## src/rtl/reorder_buffer_pkg.sv

```systemverilog
// Shared ROB definitions: entry type encodings, tag widths and entry payload layouts.
// Latency: n/a (types and constants only).
// Backpressure: n/a.
package reorder_buffer_pkg;

    // Default tag width, shared with the register file, reservation stations and load/store buffer.
    localparam int ROB_WIDTH_DEFAULT = 3;

    // Tag value with the extra top bit set: operand has no producer in flight.
    localparam logic [ROB_WIDTH_DEFAULT:0] NON_DEP = {1'b1, {ROB_WIDTH_DEFAULT{1'b0}}};

    typedef enum logic [1:0] {
        TYPE_REG    = 2'b00,
        TYPE_BRANCH = 2'b01,
        TYPE_STORE  = 2'b10,
        TYPE_EXIT   = 2'b11
    } rob_type_e;

    // Fields captured when the dispatcher allocates an entry.
    typedef struct packed {
        rob_type_e   typ;
        logic [4:0]  rd;
        logic [31:0] pc;
        logic        pred_taken;
    } rob_info_t;

    // Fields captured from the CDB when the result arrives.
    typedef struct packed {
        logic [31:0] value;
        logic        taken;
        logic [31:0] target;
    } rob_result_t;

    // Fetch redirect after a mispredicted branch retires.
    function automatic logic [31:0] redirect_pc(input rob_info_t info, input rob_result_t res);
        return res.taken ? res.target : info.pc + 32'd4;
    endfunction

endpackage

```

## src/rtl/rob_entry_array.sv

```systemverilog
// ROB entry storage: busy/ready flags plus allocation and result payloads, three read ports.
// Latency: writes visible the cycle after the edge; reads are combinational.
// Backpressure: none; the caller qualifies every write strobe.
module rob_entry_array
    import reorder_buffer_pkg::*;
#(
    parameter int ROB_WIDTH = ROB_WIDTH_DEFAULT
) (
    input  logic                 clk,
    input  logic                 rst,
    input  logic                 alloc_we,
    input  logic [ROB_WIDTH-1:0] alloc_idx,
    input  rob_info_t            alloc_info,
    input  logic                 cdb_we,
    input  logic [ROB_WIDTH-1:0] cdb_idx,
    input  rob_result_t          cdb_res,
    input  logic                 commit_clr,
    input  logic [ROB_WIDTH-1:0] commit_idx,
    input  logic                 clear_all,
    input  logic [ROB_WIDTH-1:0] head_idx,
    output logic                 head_ready,
    output rob_info_t            head_info,
    output rob_result_t          head_res,
    input  logic [ROB_WIDTH-1:0] q1_idx,
    output logic                 q1_rdy,
    output logic [31:0]          q1_val,
    input  logic [ROB_WIDTH-1:0] q2_idx,
    output logic                 q2_rdy,
    output logic [31:0]          q2_val
);
    localparam int ROB_SIZE = 1 << ROB_WIDTH;

    logic [ROB_SIZE-1:0] busy;
    logic [ROB_SIZE-1:0] ready;
    rob_info_t           info [ROB_SIZE];
    rob_result_t         res  [ROB_SIZE];

    // Flag update: CDB marks busy entries ready, commit frees the head, allocation claims the tail.
    // STORE and EXIT carry no result, so they are complete as soon as they are allocated.
    always_ff @(posedge clk) begin
        if (rst || clear_all) begin
            busy  <= '0;
            ready <= '0;
        end else begin
            if (cdb_we && busy[cdb_idx]) begin
                ready[cdb_idx] <= 1'b1;
            end
            if (commit_clr) begin
                busy[commit_idx]  <= 1'b0;
                ready[commit_idx] <= 1'b0;
            end
            if (alloc_we) begin
                busy[alloc_idx]  <= 1'b1;
                ready[alloc_idx] <= (alloc_info.typ == TYPE_STORE) || (alloc_info.typ == TYPE_EXIT);
            end
        end
    end

    // Payload capture; contents of non-busy entries are don't-care, so no reset is needed.
    always_ff @(posedge clk) begin
        if (alloc_we) begin
            info[alloc_idx] <= alloc_info;
        end
        if (cdb_we && busy[cdb_idx]) begin
            res[cdb_idx] <= cdb_res;
        end
    end

    // Ready is only ever set on busy entries and is cleared with busy, so it alone qualifies the head.
    assign head_ready = ready[head_idx];
    assign head_info  = info[head_idx];
    assign head_res   = res[head_idx];

    assign q1_rdy = busy[q1_idx] && ready[q1_idx];
    assign q1_val = res[q1_idx].value;
    assign q2_rdy = busy[q2_idx] && ready[q2_idx];
    assign q2_val = res[q2_idx].value;

endmodule

```

## src/rtl/reorder_buffer.sv

```systemverilog
// Circular in-order retirement buffer: tag allocation, CDB capture, one commit per cycle from head.
// Latency: CDB result commits no earlier than two edges later; commit side effects are registered pulses.
// Backpressure: full refuses allocation; flush_out and rdy_in low freeze allocation, rdy_in low freezes all.
module reorder_buffer
    import reorder_buffer_pkg::*;
#(
    parameter int ROB_WIDTH = ROB_WIDTH_DEFAULT
) (
    input  logic                 clk_in,
    input  logic                 rst_in,
    input  logic                 rdy_in,
    input  logic                 alloc_en,
    input  logic [1:0]           alloc_type,
    input  logic [4:0]           alloc_rd,
    input  logic [31:0]          alloc_pc,
    input  logic                 alloc_pred_taken,
    output logic [ROB_WIDTH-1:0] alloc_index,
    output logic                 full,
    input  logic                 cdb_en,
    input  logic [ROB_WIDTH-1:0] cdb_index,
    input  logic [31:0]          cdb_value,
    input  logic                 cdb_taken,
    input  logic [31:0]          cdb_target,
    input  logic [ROB_WIDTH-1:0] query_idx1,
    input  logic [ROB_WIDTH-1:0] query_idx2,
    output logic                 query_rdy1,
    output logic                 query_rdy2,
    output logic [31:0]          query_val1,
    output logic [31:0]          query_val2,
    output logic                 rf_update_en,
    output logic [4:0]           rf_update_reg,
    output logic [ROB_WIDTH-1:0] rf_update_index,
    output logic [31:0]          rf_update_data,
    output logic                 store_commit_en,
    output logic [ROB_WIDTH-1:0] store_commit_index,
    output logic                 flush_out,
    output logic [31:0]          flush_pc,
    output logic                 exit_out
);
    localparam int ROB_SIZE = 1 << ROB_WIDTH;

    logic [ROB_WIDTH-1:0] head;
    logic [ROB_WIDTH-1:0] tail;
    logic [ROB_WIDTH:0]   count;

    logic        head_ready;
    rob_info_t   head_info;
    rob_result_t head_res;
    rob_info_t   alloc_info;
    rob_result_t cdb_res;
    logic        commit;
    logic        mispredict;
    logic        alloc_ok;

    assign full        = (count == (ROB_WIDTH + 1)'(ROB_SIZE));
    assign alloc_index = tail;

    // Commit stalls during the flush pulse and permanently once EXIT has retired.
    assign commit     = (count != '0) && head_ready && !flush_out && !exit_out;
    assign mispredict = commit && (head_info.typ == TYPE_BRANCH) &&
                        (head_res.taken != head_info.pred_taken);
    // An allocation racing a mispredict commit would land in a buffer that is being wiped.
    assign alloc_ok   = alloc_en && !full && !flush_out && !mispredict;

    assign alloc_info = '{typ: rob_type_e'(alloc_type), rd: alloc_rd, pc: alloc_pc,
                          pred_taken: alloc_pred_taken};
    assign cdb_res    = '{value: cdb_value, taken: cdb_taken, target: cdb_target};

    rob_entry_array #(
        .ROB_WIDTH (ROB_WIDTH)
    ) u_entries (
        .clk        (clk_in),
        .rst        (rst_in),
        .alloc_we   (rdy_in && alloc_ok),
        .alloc_idx  (tail),
        .alloc_info (alloc_info),
        .cdb_we     (rdy_in && cdb_en),
        .cdb_idx    (cdb_index),
        .cdb_res    (cdb_res),
        .commit_clr (rdy_in && commit),
        .commit_idx (head),
        .clear_all  (rdy_in && mispredict),
        .head_idx   (head),
        .head_ready (head_ready),
        .head_info  (head_info),
        .head_res   (head_res),
        .q1_idx     (query_idx1),
        .q1_rdy     (query_rdy1),
        .q1_val     (query_val1),
        .q2_idx     (query_idx2),
        .q2_rdy     (query_rdy2),
        .q2_val     (query_val2)
    );

    // Head/tail/count bookkeeping; pointers wrap naturally at ROB_WIDTH bits.
    always_ff @(posedge clk_in) begin
        if (rst_in) begin
            head  <= '0;
            tail  <= '0;
            count <= '0;
        end else if (rdy_in) begin
            if (mispredict) begin
                head  <= '0;
                tail  <= '0;
                count <= '0;
            end else begin
                if (commit) begin
                    head <= head + 1'b1;
                end
                if (alloc_ok) begin
                    tail <= tail + 1'b1;
                end
                if (alloc_ok && !commit) begin
                    count <= count + 1'b1;
                end else if (commit && !alloc_ok) begin
                    count <= count - 1'b1;
                end
            end
        end
    end

    // Registered commit side effects: RF write, store release, flush redirect and sticky exit.
    always_ff @(posedge clk_in) begin
        if (rst_in) begin
            rf_update_en       <= 1'b0;
            rf_update_reg      <= '0;
            rf_update_index    <= '0;
            rf_update_data     <= '0;
            store_commit_en    <= 1'b0;
            store_commit_index <= '0;
            flush_out          <= 1'b0;
            flush_pc           <= '0;
            exit_out           <= 1'b0;
        end else if (rdy_in) begin
            rf_update_en    <= commit && (head_info.typ == TYPE_REG);
            store_commit_en <= commit && (head_info.typ == TYPE_STORE);
            flush_out       <= mispredict;
            if (commit && (head_info.typ == TYPE_REG)) begin
                rf_update_reg   <= head_info.rd;
                rf_update_index <= head;
                rf_update_data  <= head_res.value;
            end
            if (commit && (head_info.typ == TYPE_STORE)) begin
                store_commit_index <= head;
            end
            if (mispredict) begin
                flush_pc <= redirect_pc(head_info, head_res);
            end
            if (commit && (head_info.typ == TYPE_EXIT)) begin
                exit_out <= 1'b1;
            end
        end
    end

endmodule

```

## config.mk

```make
export PLATFORM = sky130hd
export DESIGN_NAME = reorder_buffer
export DESIGN_NICKNAME = d
export VERILOG_FILES = /design/src/rtl/reorder_buffer_pkg.sv /design/src/rtl/rob_entry_array.sv /design/src/rtl/reorder_buffer.sv
export SDC_FILE = /design/constraint.sdc
export NUM_CORES = 1
export LEC_CHECK = 0
export ABC_AREA = 1
export CELL_PAD_IN_SITES_DETAIL_PLACEMENT = 0
export CELL_PAD_IN_SITES_GLOBAL_PLACEMENT = 1
export CORE_MARGIN = 2
export CORE_UTILIZATION = 54
export CTS_CLUSTER_SIZE = 16
export DETAILED_ROUTE_END_ITERATION = 12
export DONT_BUFFER_PORTS = 1
export PLACE_DENSITY_LB_ADDON = 0.08
export SLEW_MARGIN = 15
export SYNTH_ARGS = -nofsm -noshare
export SYNTH_HDL_FRONTEND = slang
export SYNTH_SLANG_ARGS = --single-unit
```

## constraint.sdc

```tcl
create_clock -name clk_in -period 11.6 [get_ports clk_in]
set_input_delay 1.16 -clock clk_in [delete_from_list [all_inputs] [get_ports clk_in]]
set_output_delay 1.16 -clock clk_in [all_outputs]
set_load 0.01 [all_outputs]
```

==> results of run 1 <==
[cell usage in the layout (no fill, tap or decap), types with 3 or more instances in the layout]
cell type  instances
nor2_1           303
nand2_2           19
dfxtp_4            3
buf_4             42
xor2_1             8
ha_1               5
edfxtp_1         840
inv_2             12
clkinv_1          24
clkbuf_16        104
nand4_1           14
inv_4              3
a221oi_1           6
clkbuf_8           8
xnor2_1            4
o21ai_1            4
a21oi_1          343
o21ai_0          567
nand3_1          237
nor2_2            12
o221ai_1           6
inv_1            390
nand2_1          960
a31oi_1          102
dfxtp_1          105
o211ai_1         120
o22ai_1           65
nor2_4            18
clkbuf_1          27
clkinv_2          12
bufinv_16          4
mux2i_1            3
[synth_stat cells, types with 9 or more instances]
cell | n | area, um2
a21oi_1 | 343 | 1720
a31oi_1 | 102 | 638
buf_1 | 21 | 78.8
buf_2 | 74 | 370
buf_4 | 17 | 128
buf_6 | 16 | 180
clkbuf_1 | 165 | 619
dfxtp_1 | 108 | 2160
edfxtp_1 | 840 | 25200
inv_1 | 395 | 1480
inv_2 | 9 | 33.8
nand2_1 | 961 | 3610
nand2_2 | 18 | 113
nand3_1 | 238 | 1190
nand4_1 | 14 | 87.6
nor2_1 | 317 | 1190
nor2_2 | 12 | 75.1
o211ai_1 | 120 | 901
o21ai_0 | 567 | 2840
o22ai_1 | 65 | 407
[cell type report]
cell class	count	area, um2
repair buffers	43	335
clock buffers	139	2810
flip-flops and latches	948	27400
well taps	1060	1330
inverters	409	1560
fillers	6894	33000
clock inverters	45	388
multi-input cells	2806	13300
[kinds of logic after synthesis]
kind of cell / count (synthesis)
buffers and inverters: 704
XOR/XNOR: 12
AND/OR/NAND/NOR: 1570
multiplexers: 3
flip-flops: 948
AO/OA/AOI/OAI: 1216
adder cells (fa/ha/maj): 5
[worst min path at each step]
| stage | endpoint | slack [ps] | cells past startpoint |
|---|---|---|---|
| after floorplan | u_entries.busy[0] | 470 | 2 |
| after global placement | count[2] | 490 | 2 |
| after detailed placement | count[2] | 490 | 2 |
| after CTS | count[2] | 500 | 2 |
| after global routing | rf_update_en | 530 | 2 |
| final | rf_update_en | 510 | 2 |
[per-stage QoR]
step / power [mW] / util [%] / hold WS, ps / setup slack [ps] / cell area (um2)
final: 7.33 / 58.8 / 508 / 6110 / 47100
after global routing: 7.55 / 58.8 / 534 / 5660 / 47100
after CTS: 7.36 / 58.8 / 504 / 6070 / 47100
after detailed placement: 4.28 / 54.8 / 495 / 6130 / 43900
after global placement: 4.28 / 54.8 / 490 / 6170 / 43900
after floorplan: 4.16 / - / 467 / 6300 / 43500
[routing by layer]
metal | vias to the layer above | track usage (%) | wire length [um]
li1 | 15184 | - | -
met1 | 15301 | 39.8 | 52500
met2 | 1163 | 49.0 | 59900
met3 | 238 | 7.08 | 10400
met4 | 0 | 10.1 | 3820
met5 | - | 0 | 0
[worst reg2reg max path, delay by kind of cell (launching register included)]
kind,cells,cell delay [ps]
buf+inv,4,2040
flops,1,890
simple gates,10,2190
[power by group]
group          internal (mW)  switching [mW]  leakage, nW
Clock                   1.79            1.33         1.56
Sequential              3.73          0.0191         8.44
Combinational          0.122           0.338         7.49
==> flow_summary.json, run 1 <==
{
  "numCtsBuffers": 100,
  "setup_violations": 0,
  "dieArea_um2": 82900,
  "synthAdderAreaFrac_pct": 0.144,
  "syn_inst": 4458,
  "end_kind": "flop",
  "synth_cell_types": 38,
  "drt-initial-drc-count": 2781,
  "cp_cell_sequence": "inv_8 -> nand2_1 -> nand3_1 -> nand2_1 -> nand2_1 -> nand2_2 -> buf_4 -> inv_1 -> nand2_1 -> nand2_1 -> nand2_1 -> nand2_1 -> nor2_4 -> buf_4",
  "rsz0062_at_grt": "no",
  "dp_cells": 5266,
  "min_from": "rf_update_en",
  "reg2reg_setup_slack_ps": 6110,
  "coreArea_um2": 80200,
  "maxCapViolations": 0,
  "synthesis.area_um2": 43500,
  "ios": 268,
  "skew_ps": 20.7,
  "slew_headroom_pct": 31.4,
  "antenna_cells": 0,
  "syn2layout_area_growth_pct": 8.30,
  "clock-root-buffer": "clkbuf_16",
  "critPathTopFamily": "simple AND/OR/NAND/NOR gates",
  "postCtsHoldBufs": 0,
  "seq_area_frac_synth_pct": 62.9,
  "die_x_um": 288,
  "crit_type": "reg -> reg",
  "route.vias.total": 31886,
  "largestRegisters": "u_entries.res x520, u_entries.info x320",
  "cts_resized": 0,
  "ys_seq_elements": 948,
  "insertion_delay_ps": 670,
  "hold_viol": 0,
  "cts_sinks": 948,
  "antenna_found_initial": 0,
  "muxShareOfSynthArea_pct": 0.0690,
  "worst-path-buf-inv": 4,
  "worstSetupStartpointType": "flop",
  "cts_tree": "built",
  "arrival_ps": 5800,
  "fp-row-count": 104,
  "drive_gt1_share_pct": 5.76,
  "ant_nets": 0,
  "place_congestion": 0.883,
  "crit_fanout": 142,
  "run_status": "finished, final reports clean",
  "rr_endpoint": "u_entries.info[3][24]",
  "drc": 0,
  "grt_pass1_wl_mm": 188,
  "cpMostUsedCell": "nand2_1",
  "post-cts-setup-buffers": 0,
  "die_h_um": 288,
  "p_leak_nw": 17.5,
  "syn_avg_cell_area_um2": 9.76,
  "regMostFlops": "u_entries.res",
  "routedWlPerCell_um": 23.2,
  "drt_first_pass_iters": 6,
  "instances_no_fill": 5450,
  "cts_max_path_buffers": 3,
  "yosys.area_share.simple_pct": 14.6,
  "hp-class": "reg -> reg",
  "start_util_pct": 54.3,
  "yosys_warnings": 0,
  "grt_usage_pct": 30.1,
  "portBuffers": 0,
  "fin_crit_ps": 5490,
  "worst_ep_required_time_ps": 11910,
  "fmax_ghz": 0.182,
  "worstRegToRegCells": 14,
  "ir_worst_vdd_mv": 0.130,
  "grt_max_degree": 195,
  "cp_slowest_cell": "dfxtp_4",
  "path_depth": 14,
  "grt_overflow": 0,
  "min_period_over_period_pct": 47.3,
  "post-dp-hpwl_mm": 72.3,
  "endpoint": "u_entries.info[3][24]",
  "synth-xor-area-share_pct": 0.242,
  "synth-compound-area-share_pct": 15.3,
  "fin_nets": 4432,
  "synth_edf_count": 840,
  "cts_max_level": 3,
  "async_reset_ff_share_pct": 0,
  "powerDensity_nw_per_um2": 156,
  "syn_nets": 4582,
  "final_max_slew_viol_count": 0,
  "drt_wl_total_mm": 127,
  "grt_pass1_vias": 29909,
  "routed_via_density": 5.85,
  "largest_reg_flops": 520,
  "slowest_delay_ps": 890,
  "setup-tns-final_ps": 0,
  "tightest_slew_ps": 1030,
  "path_clk_slew_ps": 60,
  "synth_top_family_by_area": "compound AO/OA/AOI/OAI gates",
  "synth_ff_type": "edfxtp_1"
}
No activity file was read; power rests on OpenSTA's default activity.
==> inputs of run 2 (changes only) <==
Settings changed: CORE_UTILIZATION 54 to 45.
Clock period 11.6 ns to 4.7 ns, I/O delays scaled along.
==> run 2 against run 1 <==
Compared with the run above:
- core utilization shrank 7.8 points
- worst hold slack lost 440 ps
- final cell count grew 6.6%
- die area grew 20%
- clock power grew to 2.6 times the previous value
- non-clock buffer count grew 131
- sequential power grew 150%
- critical path type unchanged
- critical endpoint is now u_entries.info[4][12]
- largest power group unchanged
==> flow_summary.json, run 2 (synthesis results as in run 1) <==
{
  "regMostFlops": "u_entries.res",
  "final_cell_mix": "nand2_1, edfxtp_1, o21ai_0",
  "die_h_um": 315,
  "layout_commonest_cell": "nand2_1",
  "place_congestion": 0.863,
  "tightest_slew_ps": 1170,
  "ir_worst_vdd_mv": 0.306,
  "setup-tns-final_ps": 0,
  "antenna_found_initial": 12,
  "p_leak_nw": 18.2,
  "fin_hold_ws_ps": 62.8,
  "power.total_mw": 18.8,
  "worstSetupStartpointType": "flop",
  "cts_tree": "built",
  "routed_via_density": 5.59,
  "worst_ep_required_time_ps": 5090,
  "fin_crit_ps": 3640,
  "grt_pass1_vias": 30587,
  "grt_max_degree": 151,
  "arrival_ps": 4030,
  "routedWlPerCell_um": 23.8,
  "grt_usage_pct": 27.4,
  "skew_ps": 29.2,
  "die_x_um": 315,
  "crit_type": "reg -> reg",
  "portBuffers": 0,
  "cts_max_path_buffers": 3,
  "clock-root-buffer": "clkbuf_16",
  "instances_no_fill": 5809,
  "setup_violations": 0,
  "ant_nets": 0,
  "min_period_over_period_pct": 77.5,
  "cts_sinks": 948,
  "rsz0062_at_grt": "no",
  "drt_first_pass_iters": 6,
  "start_util_pct": 45.2,
  "syn2layout_area_growth_pct": 12.8,
  "drt_wl_total_mm": 138,
  "drive_gt1_share_pct": 6.35,
  "crit_fanout": 56,
  "worst_slack_ps": 1060,
  "insertion_delay_ps": 700,
  "numCtsBuffers": 104,
  "maxCapViolations": 0,
  "cts_max_level": 3,
  "final_cell_area_um2": 49100,
  "powerDensity_nw_per_um2": 383,
  "end_kind": "flop",
  "ios": 268,
  "dieArea_um2": 99200,
  "largest_reg_flops": 520,
  "fmax_ghz": 0.275,
  "final_max_slew_viol_count": 0,
  "cts_resized": 0,
  "fin_nets": 4567,
  "dp_cells": 5507,
  "drt-initial-drc-count": 2866,
  "pre_cts_ws_ps": 1040,
  "place_area_um2": 44600,
  "run_status": "finished, final reports clean",
  "drc": 0,
  "route.vias.total": 32481,
  "grt_pass1_wl_mm": 204,
  "utilization_pct": 51.0,
  "largestRegisters": "u_entries.res x520, u_entries.info x320",
  "coreArea_um2": 96300,
  "grt_overflow": 0,
  "post-dp-hpwl_mm": 79.8,
  "path_clk_slew_ps": 60,
  "hp-class": "in -> reg",
  "slew_headroom_pct": 22.0,
  "fp-row-count": 114,
  "hold_viol": 0
}
[run 2: per-layer routing]
metal	track usage [%]	vias to the layer above	wire, um
met5	0	-	92
met4	9.57	14	4350
met3	4.55	208	8440
met2	44.5	1035	64500
met1	37.3	15727	60600
li1	-	15497	-
[run 2: timing repair]
action	in CTS	in global routing
hold buffers	106	0
buffers inserted	0	0
hold endpoints to repair	861	0
[run 2: cell type report]
type	count	area, um2
sequential	948	27400
timing repair buffer	174	1810
multi-input combinational	2806	13300
clock inverter	56	616
clock buffer	139	2810
antenna	1	2.50
tap	1276	1600
inverter	409	1560
fill	8866	47200
[run 2: where the power goes]
group / switching [mW] / internal, mW / leakage (nW)
combinational: 0.966 / 0.370 / 8.12
sequential: 0.0407 / 9.21 / 8.44
clock: 3.39 / 4.84 / 1.66
[run 2: final timing paths]
check	slack [ps]	startpoint	to	depth (start not counted)
worst max register to register	1060	flop	u_entries.info[4][12]	13
worst min register to register	500	flush_pc[3]	flush_pc[3]	2
worst min-delay path	60	rdy_in	store_commit_en	3
worst max-delay path	1060	flop	u_entries.info[4][12]	13
[run 2: worst max-delay path, cell delays in order, from the launching register on]
cell	delay [ps]
dfxtp_4	820
inv_8	270
nand2_1	140
nand3_1	80
nand2_1	100
nand2_1	60
nand2_2	110
inv_1	60
nand2_1	50
nand2_1	130
nand2_1	180
nand4_1	200
inv_2	820
buf_4	300
